## config.mk

```make
export PLATFORM = sky130hd
export DESIGN_NAME = fifo_uart_tx
export DESIGN_NICKNAME = d
export VERILOG_FILES = /design/src/rtl/fifo_uart_tx.sv
export SDC_FILE = /design/constraint.sdc
export NUM_CORES = 1
export LEC_CHECK = 0
export BUFFER_PORTS_ARGS = -buffer_cell sky130_fd_sc_hd__buf_2
export CORE_MARGIN = 2
export CORE_UTILIZATION = 55
export DETAILED_ROUTE_END_ITERATION = 16
export PLACE_DENSITY = 0.78
export SETUP_SLACK_MARGIN = 0.05
export SYNTH_ARGS = -nofsm -noshare
export SYNTH_HDL_FRONTEND = slang
export SYNTH_SLANG_ARGS = --single-unit
```

## constraint.sdc

```tcl
create_clock -name clk -period 1.6 [get_ports clk]
set_clock_uncertainty 0.05 [all_clocks]
set_input_delay 0.16 -clock clk [delete_from_list [all_inputs] [get_ports clk]]
set_output_delay 0.16 -clock clk [all_outputs]
set_load 0.005 [all_outputs]
```

## src/rtl/fifo_uart_tx.sv

```systemverilog
// fifo_uart_tx
// 8N1 serial transmitter that pops bytes from the head of an 8-entry byte FIFO.
// It shifts each byte out as one start bit, eight data bits LSB first and one
// stop bit. While the FIFO stays non-empty and transmission is enabled, frames
// run back-to-back: a new byte is popped on the final cycle of the stop bit.
// The serial line is registered, so txd has no combinational path from the
// inputs, and it is forced high asynchronously by reset.

module fifo_uart_tx #(
    parameter int CLKS_PER_BIT = 16
) (
    input  logic       clk,
    input  logic       rst,
    input  logic       tx_en,
    input  logic [7:0] fifo_data,
    input  logic       fifo_empty,
    output logic       fifo_re,
    output logic       txd,
    output logic       busy,
    output logic       done
);

    // Baud counter width; at least one bit so the smallest legal rate still works.
    localparam int BC_W = (CLKS_PER_BIT > 1) ? $clog2(CLKS_PER_BIT) : 1;
    localparam logic [BC_W-1:0] BC_LAST = BC_W'(CLKS_PER_BIT - 1);
    localparam logic [BC_W-1:0] BC_ONE  = BC_W'(1);

    localparam logic [1:0] S_IDLE  = 2'd0;
    localparam logic [1:0] S_START = 2'd1;
    localparam logic [1:0] S_DATA  = 2'd2;
    localparam logic [1:0] S_STOP  = 2'd3;

    generate
        if (CLKS_PER_BIT < 2 || CLKS_PER_BIT > 65535) begin : g_bad_rate
            $error("fifo_uart_tx: CLKS_PER_BIT must lie in 2..65535");
        end
    endgenerate

    logic [1:0]      r_state;
    logic [7:0]      r_sh;
    logic [BC_W-1:0] r_bc;
    logic [2:0]      r_bi;
    logic            r_txd;

    logic [1:0]      w_state_nxt;
    logic [7:0]      w_sh_nxt;
    logic [BC_W-1:0] w_bc_nxt;
    logic [2:0]      w_bi_nxt;
    logic            w_txd_nxt;
    logic            w_bit_end;
    logic            w_pop;

    // Last cycle of the current serial bit.
    assign w_bit_end = (r_bc == BC_LAST);

    // A pop is only ever taken when the FIFO holds data: the FIFO advances its
    // tail on every re pulse, so an unguarded pop would corrupt it. Holding
    // reset low also suppresses the pop, keeping fifo_re quiet during reset.
    assign w_pop = rst & tx_en & ~fifo_empty &
                   ((r_state == S_IDLE) | ((r_state == S_STOP) & w_bit_end));

    assign fifo_re = w_pop;
    assign busy    = (r_state != S_IDLE);
    assign done    = (r_state == S_STOP) & w_bit_end;
    assign txd     = r_txd;

    // Next-state logic: a pop reloads the frame from the FIFO head, otherwise
    // the baud counter paces the walk through START, DATA and STOP.
    always_comb begin
        w_state_nxt = r_state;
        w_sh_nxt    = r_sh;
        w_bc_nxt    = r_bc;
        w_bi_nxt    = r_bi;
        if (w_pop) begin
            w_sh_nxt    = fifo_data;
            w_bc_nxt    = '0;
            w_bi_nxt    = 3'd0;
            w_state_nxt = S_START;
        end else begin
            case (r_state)
                S_START: begin
                    if (w_bit_end) begin
                        w_bc_nxt    = '0;
                        w_state_nxt = S_DATA;
                    end else begin
                        w_bc_nxt = r_bc + BC_ONE;
                    end
                end
                S_DATA: begin
                    if (w_bit_end) begin
                        w_sh_nxt = {1'b0, r_sh[7:1]};
                        w_bc_nxt = '0;
                        if (r_bi == 3'd7) begin
                            w_state_nxt = S_STOP;
                        end else begin
                            w_bi_nxt = r_bi + 3'd1;
                        end
                    end else begin
                        w_bc_nxt = r_bc + BC_ONE;
                    end
                end
                S_STOP: begin
                    // The stop bit ending with a pop was handled above.
                    if (w_bit_end) begin
                        w_bc_nxt    = '0;
                        w_state_nxt = S_IDLE;
                    end else begin
                        w_bc_nxt = r_bc + BC_ONE;
                    end
                end
                default: begin
                    w_state_nxt = S_IDLE;
                end
            endcase
        end
    end

    // Line level for the coming cycle, derived from the next state and shift
    // register so txd changes in step with the state it belongs to.
    always_comb begin
        w_txd_nxt = 1'b1;
        case (w_state_nxt)
            S_START: w_txd_nxt = 1'b0;
            S_DATA:  w_txd_nxt = w_sh_nxt[0];
            default: w_txd_nxt = 1'b1;
        endcase
    end

    // State registers; reset aborts any frame in flight and idles the line high.
    always_ff @(posedge clk or negedge rst) begin
        if (!rst) begin
            r_state <= S_IDLE;
            r_sh    <= 8'd0;
            r_bc    <= '0;
            r_bi    <= 3'd0;
            r_txd   <= 1'b1;
        end else begin
            r_state <= w_state_nxt;
            r_sh    <= w_sh_nxt;
            r_bc    <= w_bc_nxt;
            r_bi    <= w_bi_nxt;
            r_txd   <= w_txd_nxt;
        end
    end

endmodule

```

==> flow_summary.ini <==
[pwr]
swShare = 0.395
static-leakage-power_nw = 0.607
power.total_mw = 2.22
power_frac_clock = 0.131
total_switching_power_mw = 0.877
power.ir.vdd_worst_mv = 1.10
portion_of_total_power_attributed_to_sequential_cells = 0.407
power-per-cell-area_mw_per_mm2 = 1620
intPower_mw = 1.34
comb_power_share = 0.462

[job]
maxCapViolations = 0

[place]
buffer_ports.inserted = 15
placedInstanceArea_mm2 = 0.00119
post-dp-hpwl_um = 1740
gp_routability_congestion = 0.954

[layout]
area_delta_synth_final_pct = 30.3
final_core_density = 0.778
antenna-diode-count = 0
finalInstanceArea_mm2 = 0.00137
final_net_count = 155
final_layout_size_suffix_gt1_frac = 0.396

[timing]
final-max-slew-violation-count = 0
finalHoldViolCount = 0
worstMarginPinSlew_ns = 0.432
slew-limit-headroom = 0.711
period_share = 0.996
setup_repair_after_global_routing_missed_its_margin = true
final_period_minus_worst_setup_slack_ns = 1.59
worst_slack_on_hold_paths_ns = 0.0228
count_of_final_setup_violators = 0
max_freq_ghz = 0.627

[worst_setup_path]
timing.critical_path.buf_inv = 2
critPathKind = flop to output pin
critical_path_fanout_max = 8
worst_ep_required_time_ns = 1.39
crit_chain = nor2_4, inv_2, o22ai_4, buf_2
endpoint_kind_of_the_worst_setup_timing_path = output pin
timing.critical_path.slowest_cell_delay_ns = 0.49
critical_path.slowest_cell = dfrtp_1
cp.arrival_ns = 1.38
worstSetupStartpointType = flop
crit_family = flip-flops

[die]
die_height_um = 47.8
floorplan.die_area_mm2 = 0.00228
design.portCount = 16
die_w_um = 47.8
start_util = 0.597
count_of_standard_cell_rows = 15
design.core.area_mm2 = 0.00176

[route]
drt-pass1-iter-count = 4
vias = 976
drc = 0
drt_first_iter_violations = 26
drt-vias-per-instance = 5.95
drtAntennaViolNets = 0
final_wl_um = 2670
routed_wire_length_per_instance_um = 16.3

[yosys]
post_synthesis_async_set_or_reset_flop_share = 1.00
synth_area_mm2 = 0.00105
register_area_share_after_synthesis = 0.429
ys_warn_count = 0
ys.flop_type = dfrtp_1
syn_avg_cell_area_um2 = 9.94
synth-edff-count = 0
synth_cells = 106
synth_seq_cells = 18
synth.lib_cells_used.distinct = 37
synthesis.nets = 121

[clocking]
clockRootBuffer = clkbuf_4
cts_sinks = 18
cts_tree = built
cts_inserted_buffers = 3
clock_insertion_delay_worst_skew_ns = 0.30
clkSlewWorstSetupHoldPaths_ns = 0.11
cts_max_level = 1
cts_max_path_bufs = 2

[outcome]
outcome = finished clean

[global_routing]
global_route_wire_length_before_repair_um = 4000
grt_start_max_net_pins = 19
first_global_vias = 888
gr-total-overflow = 0
groute.usage.overall = 0.254
grt_antenna_before_repair = 0

[min_path]
worstHoldPathType = input pin to flop
cells by family (layout without fill, tap and decap cells):
kind of cell             count (synthesis)  after routing  synth area share
AND/OR/NAND/NOR                         40             40             0.239
AO/OA/AOI/OAI                           30             30             0.194
flip-flops                              18             18             0.429
buffers and inverters                    9             42            0.0499
adder cells (fa/ha/maj)                  3              3            0.0356
XOR/XNOR                                 3              3            0.0249
multiplexers                             3              3            0.0285
per-layer routing:
layer	vias to the layer above	track usage	part of all wire
met4	0	0.0919	0.018
met1	480	0.324	0.42
met3	6	0.0377	0.037
li1	458	-	-
met2	32	0.435	0.53
met5	-	0	0
final timing paths:
kind / startpoint / to / slack, ns / cells after the start
hold reg to reg: r_sh[6] / r_sh[6] / 0.46 / 1
max in group asynchronous: rst / txd / 0.71 / 3
min in group asynchronous: rst / r_sh[4] / 0.25 / 2
setup reg to reg: r_bc[0] / r_sh[2] / 0.02 / 6
hold / removal: fifo_data[7] / r_sh[7] / 0.02 / 3
setup / recovery: r_state[0] / fifo_re / 0.006 / 4
final cells by class:
type	count	area (um^2)
multi-input combinational	79	599
fill	128	392
clock buffer	4	36.3
sequential	18	453
inverter	3	11.3
tap	25	31.3
timing repair buffer	35	241
repair_timing:
item | CTS | global route
buffers inserted | 6 | 4
endpoints found under the hold margin | 17 | 0
pin swaps | 3 | 8
resized for setup | 5 | 9
setup endpoints to repair | 8 | 17
hold buffers | 1 | 0
through the flow:
step	setup TNS [ns]	setup WS (ns)	instances
2_1_floorplan	0	0.0960	106
3_3_place_gp	0	0.0991	149
5_1_grt	-0.438	-0.0619	164
3_5_place_dp	0	0.0416	149
4_1_cts	0	0.00209	160
6_report	0	0.00591	164
cell usage in the layout (no fill, tap or decap), drive strengths merged:
cell         instances
a21oi                9
a221o                1
dlygate4sd3          1
o22ai                1
mux2i                3
nor3                 3
a31oi                1
a211o                6
dfrtp               17
nor3b                6
and3                 1
nand3                2
xnor2                2
a311oi               2
nand3b               1
o21ai                8
xor2                 1
nand2               11
and3b                1
inv                  3
clkbuf               4
ha                   3
a21o                 1
buf                 34
nand4b               1
dfstp                1
nand4                3
nor2                11
a221oi               1
cells in the mapped netlist (3+ instances only):
library cell,n,area share
nor2_1,8,0.029
o21ai_0,7,0.033
mux2i_1,3,0.029
nand2_1,11,0.039
a211o_1,6,0.050
a21oi_1,8,0.038
ha_1,3,0.036
buf_2,3,0.014
nor3b_1,6,0.043
dfrtp_1,17,0.40
power groups by stage:
stage / clock (mW) / combinational (mW) / sequential [mW]
after global placement: 0 / 0.798 / 0.882
after CTS: 0.294 / 0.940 / 0.903
after detailed placement: 0 / 0.836 / 0.896
final: 0.290 / 1.02 / 0.904
after floorplan: 0 / 0.680 / 0.805
after global routing: 0.313 / 1.13 / 0.923
worst reg2reg max path, cell delays in order (launching register included):
cell and delay [ns]:
dfrtp_1 0.43, ha_4 0.17, buf_4 0.12, nand4_4 0.16, a21oi_4 0.18, nor2_4 0.07
a211o_1 0.29
registers in the layout (all words and copies together) (netlist names):
register and flops:
r_state 2, r_sh 8, r_bi 3, txd 1, r_bc 4
(Power assumes the default switching activity.)
